==> src/rtl/life_pkg.sv <==
// Shared types and constants for the life generation scheduler.
package life_pkg;

  typedef enum logic [1:0] {
    PAUSE = 2'd0,
    WAIT  = 2'd1,
    GEN   = 2'd2
  } state_t;

  // Bit positions on the 5-bit edit-key bus
  localparam int FLIP  = 0;
  localparam int UP    = 1;
  localparam int DOWN  = 2;
  localparam int LEFT  = 3;
  localparam int RIGHT = 4;
  localparam int KEY_W = 5;

  // Run/step buttons sit above the edit keys on the button bus
  localparam int BTN_RUN  = 5;
  localparam int BTN_STEP = 6;
  localparam int BTN_W    = 7;

  localparam int DEF_X = 8;
  localparam int DEF_Y = 8;
  localparam int DEF_TIMEOUT = 2 * DEF_X * DEF_Y + 16;

  // A full pass touches every cell twice plus pipeline slack
  function automatic int timeout_for(input int x, input int y);
    return 2 * x * y + 16;
  endfunction

endpackage

==> src/rtl/life_edge.sv <==
// Button history register with rising-edge detect, one bit per button.
module life_edge #(
  parameter int W = 1
) (
  input  logic         clk,
  input  logic         reset,
  input  logic [W-1:0] level,
  output logic [W-1:0] rise
);

  logic [W-1:0] level_q;

  always_ff @(posedge clk) begin
    if (reset) level_q <= '0;
    else       level_q <= level;
  end

  assign rise = level & ~level_q;

endmodule

==> src/rtl/life_seq.sv <==
// Generation scheduler and edit arbiter for the life board datapath.
// Optional macro LIFE_SEQ_SPEED_EN: up/down keys retune the run period outside PAUSE.
module life_seq
  import life_pkg::*;
#(
  parameter int X              = 8,
  parameter int Y              = 8,
  parameter int RATE_W         = 16,
  parameter int DEFAULT_PERIOD = 50000,
  parameter int GEN_W          = 8,
  parameter int TIMEOUT        = timeout_for(X, Y)
) (
  input  logic             clk,
  input  logic             reset,
  input  logic             btn_run,
  input  logic             btn_step,
  input  logic             btn_flip,
  input  logic             btn_up,
  input  logic             btn_down,
  input  logic             btn_left,
  input  logic             btn_right,
  input  logic             gen_done,
  output logic             key_nxt,
  output logic             key_flip,
  output logic             key_up,
  output logic             key_down,
  output logic             key_left,
  output logic             key_right,
  output logic             running,
  output logic             busy,
  output logic [GEN_W-1:0] gen_cnt,
  output logic             err
);

  localparam int TO_W = $clog2(TIMEOUT + 1);
  localparam logic [RATE_W-1:0] PERIOD_INIT = RATE_W'(DEFAULT_PERIOD);

  logic [BTN_W-1:0] btn_level;
  logic [BTN_W-1:0] btn_rise;
  logic [KEY_W-1:0] edit_rise;
  logic             run_rise;
  logic             step_rise;

  state_t            state, state_n;
  logic              run_mode, run_mode_n;
  logic              pause_pending, pause_pending_n;
  logic [RATE_W-1:0] wcnt, wcnt_n;
  logic [TO_W-1:0]   tcnt, tcnt_n;
  logic [GEN_W-1:0]  gen_cnt_n;
  logic              err_n;
  logic [KEY_W-1:0]  keys, keys_n;
  logic [RATE_W-1:0] period;

  assign btn_level = {btn_step, btn_run, btn_right, btn_left, btn_down, btn_up, btn_flip};

  life_edge #(.W(BTN_W)) u_edge (
    .clk   (clk),
    .reset (reset),
    .level (btn_level),
    .rise  (btn_rise)
  );

  assign edit_rise = btn_rise[KEY_W-1:0];
  assign run_rise  = btn_rise[BTN_RUN];
  assign step_rise = btn_rise[BTN_STEP];

`ifdef LIFE_SEQ_SPEED_EN
  logic [RATE_W-1:0] period_n;

  function automatic logic [RATE_W-1:0] period_halve(input logic [RATE_W-1:0] p);
    return (p > RATE_W'(1)) ? (p >> 1) : RATE_W'(1);
  endfunction

  function automatic logic [RATE_W-1:0] period_double(input logic [RATE_W-1:0] p);
    return p[RATE_W-1] ? '1 : (p << 1);
  endfunction

  // Speed keys act only while the board is owned by the generation loop
  always_comb begin
    period_n = period;
    if (state == WAIT || (state == GEN && run_mode)) begin
      if (edit_rise[UP])        period_n = period_halve(period);
      else if (edit_rise[DOWN]) period_n = period_double(period);
    end
  end

  always_ff @(posedge clk) begin
    if (reset) period <= PERIOD_INIT;
    else       period <= period_n;
  end
`else
  assign period = PERIOD_INIT;
`endif

  always_comb begin
    state_n         = state;
    run_mode_n      = run_mode;
    pause_pending_n = pause_pending;
    wcnt_n          = wcnt;
    tcnt_n          = tcnt;
    gen_cnt_n       = gen_cnt;
    err_n           = err;
    keys_n          = '0;
    case (state)
      PAUSE: begin
        keys_n = edit_rise;
        if (run_rise) begin
          state_n = WAIT;
          wcnt_n  = period - RATE_W'(1);
        end else if (step_rise) begin
          state_n    = GEN;
          run_mode_n = 1'b0;
          tcnt_n     = '0;
        end
      end
      WAIT: begin
        if (run_rise) begin
          state_n = PAUSE;
        end else if (wcnt == '0) begin
          state_n    = GEN;
          run_mode_n = 1'b1;
          tcnt_n     = '0;
        end else begin
          wcnt_n = wcnt - RATE_W'(1);
        end
      end
      GEN: begin
        tcnt_n = tcnt + 1'b1;
        if (gen_done) begin
          gen_cnt_n = gen_cnt + 1'b1;
          err_n     = 1'b0;
          // A run edge coinciding with completion counts as a pause request
          if (run_mode && !pause_pending && !run_rise) begin
            state_n = WAIT;
            wcnt_n  = period - RATE_W'(1);
          end else begin
            state_n         = PAUSE;
            pause_pending_n = 1'b0;
          end
        end else if (tcnt == TO_W'(TIMEOUT - 1)) begin
          err_n           = 1'b1;
          state_n         = PAUSE;
          pause_pending_n = 1'b0;
        end else if (run_rise && run_mode) begin
          pause_pending_n = 1'b1;
        end
      end
      default: state_n = PAUSE;
    endcase
  end

  always_ff @(posedge clk) begin
    if (reset) begin
      state         <= PAUSE;
      run_mode      <= 1'b0;
      pause_pending <= 1'b0;
      wcnt          <= '0;
      tcnt          <= '0;
      gen_cnt       <= '0;
      err           <= 1'b0;
      keys          <= '0;
    end else begin
      state         <= state_n;
      run_mode      <= run_mode_n;
      pause_pending <= pause_pending_n;
      wcnt          <= wcnt_n;
      tcnt          <= tcnt_n;
      gen_cnt       <= gen_cnt_n;
      err           <= err_n;
      keys          <= keys_n;
    end
  end

  assign busy      = (state == GEN);
  assign key_nxt   = busy && (tcnt == '0);
  assign running   = (state == WAIT) || (busy && run_mode);
  assign key_flip  = keys[FLIP];
  assign key_up    = keys[UP];
  assign key_down  = keys[DOWN];
  assign key_left  = keys[LEFT];
  assign key_right = keys[RIGHT];

endmodule

==> config.mk <==
export PLATFORM = sky130hd
export DESIGN_NAME = life_seq
export DESIGN_NICKNAME = d
export VERILOG_FILES = /design/src/rtl/life_pkg.sv /design/src/rtl/life_edge.sv /design/src/rtl/life_seq.sv
export SDC_FILE = /design/constraint.sdc
export NUM_CORES = 1
export LEC_CHECK = 0
export BUFFER_PORTS_ARGS = -buffer_cell sky130_fd_sc_hd__buf_2
export CAP_MARGIN = 20
export CELL_PAD_IN_SITES_DETAIL_PLACEMENT = 1
export CELL_PAD_IN_SITES_GLOBAL_PLACEMENT = 2
export CORE_AREA = 2 2 73 110
export DETAILED_ROUTE_END_ITERATION = 16
export DIE_AREA = 0 0 75 112
export PLACE_DENSITY_LB_ADDON = 0.1
export SLEW_MARGIN = 10
export SYNTH_ARGS = -nofsm -noshare
export SYNTH_HDL_FRONTEND = slang
export SYNTH_HIERARCHICAL = 1
export SYNTH_SLANG_ARGS = --single-unit
==> constraint.sdc <==
create_clock -name clk -period 2 [get_ports clk]
set_input_delay 0.1 -clock clk [delete_from_list [all_inputs] [get_ports clk]]
set_output_delay 0.1 -clock clk [all_outputs]
set_load 0.01 [all_outputs]
==> out/summary.json <==
{
  "die_width": {"value": 75, "unit": "um"},
  "data_arrival_time_of_the_critical_path": {"value": 2.13, "unit": "ns"},
  "switching_power": {"value": 0.000903, "unit": "W"},
  "final_min_period_over_clock_period": {"value": 0.951},
  "htree_levels": {"value": 2},
  "synth-seq-cells": {"value": 49},
  "final.min_clock_period": {"value": 1.90, "unit": "ns"},
  "cpMaxStageDelayCell": {"value": "sky130_fd_sc_hd__or4_1"},
  "drc": {"value": 0},
  "postRouteWirelength": {"value": 6290, "unit": "um"},
  "port_buffers": {"value": 26},
  "fp.dieH": {"value": 112, "unit": "um"},
  "cts.reportedPaths.clkPinSlew": {"value": 0.07, "unit": "ns"},
  "number_of_vias_in_the_routed_layout": {"value": 2094},
  "dpl.hpwl": {"value": 4600, "unit": "um"},
  "synth_enable_flop_cells": {"value": 0},
  "setup.worst_path.start_class": {"value": "register"},
  "die-area": {"value": 0.00840, "unit": "mm^2"},
  "cp.depth": {"value": 5},
  "initial_antenna_violation_count": {"value": 0},
  "grt_util_all_layers": {"value": 0.165},
  "wl_met1": {"value": 2690, "unit": "um"},
  "p_clk_frac": {"value": 0.350},
  "cell_pwr_density": {"value": 967, "unit": "mW/mm^2"},
  "hold_fix_buffer_count_after_cts": {"value": 0},
  "timing.critical_path.fanout_max": {"value": 4},
  "critical_path_class": {"value": "register to register"},
  "dr.max_layer_used": {"value": "met4"},
  "timing.final.ws_setup": {"value": 0.0973, "unit": "ns"},
  "io_pins": {"value": 27},
  "floorplan.rows": {"value": 39},
  "root_buffer": {"value": "sky130_fd_sc_hd__clkbuf_16"},
  "hold-path-cell-count": {"value": 2},
  "post_route_cells_drive_above_1_share": {"value": 0.310},
  "end_kind": {"value": "register"},
  "yosysWarnings": {"value": 6},
  "finalSetupViolCount": {"value": 0},
  "cell_internal_pwr": {"value": 0.00208, "unit": "W"},
  "min-delay-path-class": {"value": "input pin to register"},
  "synthFlopType": {"value": "sky130_fd_sc_hd__dfxtp_1"},
  "tritoncts": {"value": "yes"},
  "nNetsFinal": {"value": 329},
  "power.switching_fraction": {"value": 0.303},
  "grt_pass1_vias": {"value": 2232},
  "syn_area_per_cell": {"value": 9.07, "unit": "um^2"},
  "cp_num_buf_inv": {"value": 0},
  "post_synth_num_cell_types": {"value": 52},
  "postSynth.asyncResetShare": {"value": 0},
  "clkSinkCount": {"value": 49},
  "fin_worst_skew": {"value": 0.00539, "unit": "ns"},
  "final_cell_count_no_fill": {"value": 418},
  "cpLargestDelayFamily": {"value": "simple AND/OR/NAND/NOR gates"},
  "route.detailed.vias_per_inst": {"value": 5.01},
  "dp_worst_setup_slack": {"value": 0.0545, "unit": "ns"},
  "routedWlPerCell": {"value": 15.0, "unit": "um"},
  "pwr-share-comb": {"value": 0.274},
  "detailed_route_wirelength_on_metal2": {"value": 3290, "unit": "um"},
  "ff2ff_setup_slack": {"value": 0.1, "unit": "ns"},
  "effective_utilization_at_floorplan": {"value": 0.311},
  "post_synth_inst_count": {"value": 256},
  "drv.max_cap_violation_count": {"value": 0},
  "syn_to_final_growth": {"value": 32.9, "unit": "%"},
  "ff2ff_path_depth": {"value": 5},
  "numCtsBuffers": {"value": 5},
  "wl_met3": {"value": 133, "unit": "um"},
  "final_hold_viol_count": {"value": 0},
  "drt_first_iter_violations": {"value": 88},
  "share_of_synthesized_area_occupied_by_flip_flops_and_latches": {"value": 0.423},
  "critical_path.most_common_cell": {"value": "sky130_fd_sc_hd__or4_1"},
  "power.leakage": {"value": 1.25, "unit": "nW"},
  "outcome": {"value": "complete, no violations"},
  "dr.pass1.iters": {"value": 4},
  "max_freq": {"value": 0.526, "unit": "GHz"},
  "synthesis.area": {"value": 0.00232, "unit": "mm^2"},
  "synthesis.nets": {"value": 270},
  "critical_path_required": {"value": 2.23, "unit": "ns"},
  "grt_overflow_total": {"value": 0},
  "gp_congestion": {"value": 0.781},
  "crit_chain": {"value": "or4_1 > nor3_4 > nand3_2 > or4_1 > a21oi_1"},
  "worstMarginPinSlew": {"value": 0.487, "unit": "ns"},
  "insertedDiodeCount": {"value": 0},
  "latest_clock_arrival_within_the_worst_skew_pair": {"value": 0.30, "unit": "ns"},
  "ant_nets": {"value": 0},
  "drv_slew": {"value": 0},
  "global_route_wire_length_before_repair": {"value": 10700, "unit": "um"},
  "cp_slowest_stage_delay": {"value": 0.61, "unit": "ns"},
  "cts_buffer_depth": {"value": 2},
  "floorplan.core_area": {"value": 0.00747, "unit": "mm^2"},
  "vdd_drop_max": {"value": 0.449, "unit": "mV"},
  "timing.max_slew.rel_slack": {"value": 0.673},
  "place_inst": {"value": 408},
  "grt_max_degree": {"value": 19},
  "seq_power_share": {"value": 0.376}
}
final cells by class:
cell class | instances | area (um^2)
Sequential cell | 49 | 981
Timing Repair Buffer | 64 | 425
Tap cell | 102 | 128
Multi-Input combinational cell | 190 | 1350
Fill cell | 881 | 4380
Clock buffer | 6 | 139
Clock inverter | 2 | 41.3
Inverter | 5 | 18.8
synth_stat cells (2+ instances only):
cell type,n,area [um^2]
sky130_fd_sc_hd__dfxtp_1,49,981
sky130_fd_sc_hd__nor2_1,24,90.1
sky130_fd_sc_hd__a21oi_1,16,80.1
sky130_fd_sc_hd__nor2b_1,15,93.8
sky130_fd_sc_hd__xor2_1,13,114
sky130_fd_sc_hd__nand2_1,12,45.0
sky130_fd_sc_hd__and2_1,9,56.3
sky130_fd_sc_hd__nand3_1,9,45.0
sky130_fd_sc_hd__nor3_1,7,35.0
sky130_fd_sc_hd__or4_1,7,52.6
sky130_fd_sc_hd__clkbuf_1,6,22.5
sky130_fd_sc_hd__nand4_1,6,37.5
sky130_fd_sc_hd__o31ai_1,6,45.0
sky130_fd_sc_hd__inv_1,5,18.8
sky130_fd_sc_hd__a31oi_1,4,25.0
sky130_fd_sc_hd__ha_1,4,50.1
sky130_fd_sc_hd__nand4b_1,4,35.0
sky130_fd_sc_hd__o211ai_1,4,30.0
sky130_fd_sc_hd__o21ai_0,4,20.0
sky130_fd_sc_hd__and3_1,3,18.8
sky130_fd_sc_hd__and3_2,3,22.5
sky130_fd_sc_hd__buf_2,3,15.0
sky130_fd_sc_hd__nor4_1,3,18.8
sky130_fd_sc_hd__or2_2,3,18.8
sky130_fd_sc_hd__xnor2_1,3,26.3
sky130_fd_sc_hd__a221oi_1,2,17.5
sky130_fd_sc_hd__and3b_1,2,17.5
sky130_fd_sc_hd__buf_1,2,7.51
sky130_fd_sc_hd__mux2i_1,2,20.0
sky130_fd_sc_hd__nor4_4,2,42.5
sky130_fd_sc_hd__o41ai_1,2,17.5
sky130_fd_sc_hd__or3_2,2,15.0
flip-flops by register name, indices dropped and copies added (netlist names):
name and flops:
u_edge/level_q 7, err 1, keys 5, tcnt 8, gen_cnt 8, run_mode 1
state 2, wcnt 16, pause_pending 1
repair_timing:
action | CTS | global route
gates resized for setup | 0 | 14
buffers inserted | 0 | 2
endpoints found under the setup margin | 0 | 11
cell usage in the layout, fill, tap and decap left out, types with 7 or more instances in the layout:
cell / netlist / final
sky130_fd_sc_hd__dfxtp_1: 49 / 49
sky130_fd_sc_hd__buf_2: 3 / 27
sky130_fd_sc_hd__and2_1: 9 / 9
sky130_fd_sc_hd__nor2b_1: 15 / 15
sky130_fd_sc_hd__nor2_1: 24 / 24
sky130_fd_sc_hd__xor2_1: 13 / 13
sky130_fd_sc_hd__nor3_1: 7 / 7
sky130_fd_sc_hd__a21oi_1: 16 / 16
sky130_fd_sc_hd__nand2_1: 12 / 12
sky130_fd_sc_hd__buf_4: 0 / 36
sky130_fd_sc_hd__nand3_1: 9 / 8
worst paths after layout:
| path | startpoint | end |
|---|---|---|
| min | btn_up | u_edge/level_q[1] |
| max | wcnt[2] | wcnt[13] |
| min reg2reg | tcnt[7] | tcnt[7] |
| max reg2reg | wcnt[2] | wcnt[13] |
kinds of logic after synthesis:
logic type                 share of synthesized area
AOI/OAI and AO/OA                              0.143
xor gates and xnor gates                      0.0604
adders and majority gates                     0.0216
buffers and inverters                         0.0323
DFF                                            0.423
muxes                                        0.00863
and+or+nand+nor                                0.311
power groups by stage:
stage	sequential (W)	clock [W]	combinational (W)
after detailed placement	0.00114	0	0.000773
after global routing	0.00113	0.00112	0.000908
final	0.00112	0.00104	0.000818
after CTS	0.00112	0.00108	0.000777
after floorplan	0.00115	0	0.000441
after global placement	0.00114	0	0.000775
per-layer routing:
| layer | global-route usage | up-vias |
|---|---|---|
| met3 | 0.0317 | 10 |
| met4 | 0.0726 | 0 |
| li1 | - | 1049 |
| met2 | 0.284 | 25 |
| met5 | 0 | - |
| met1 | 0.191 | 1010 |
per-stage QoR:
step / utilization / hold slack [ns] / setup TNS, ns / instance area [um^2] / total power [W]
after floorplan: - / 0.172 / 0 / 2340 / 0.00159
after detailed placement: 0.378 / 0.327 / 0 / 2820 / 0.00191
final: 0.413 / 0.0225 / 0 / 3080 / 0.00298
after global routing: 0.413 / 0.0255 / -0.00602 / 3080 / 0.00316
after global placement: 0.378 / 0.321 / 0 / 2820 / 0.00191
after CTS: 0.402 / 0.0153 / 0 / 3000 / 0.00298
Power figures use the tool's default switching activity.
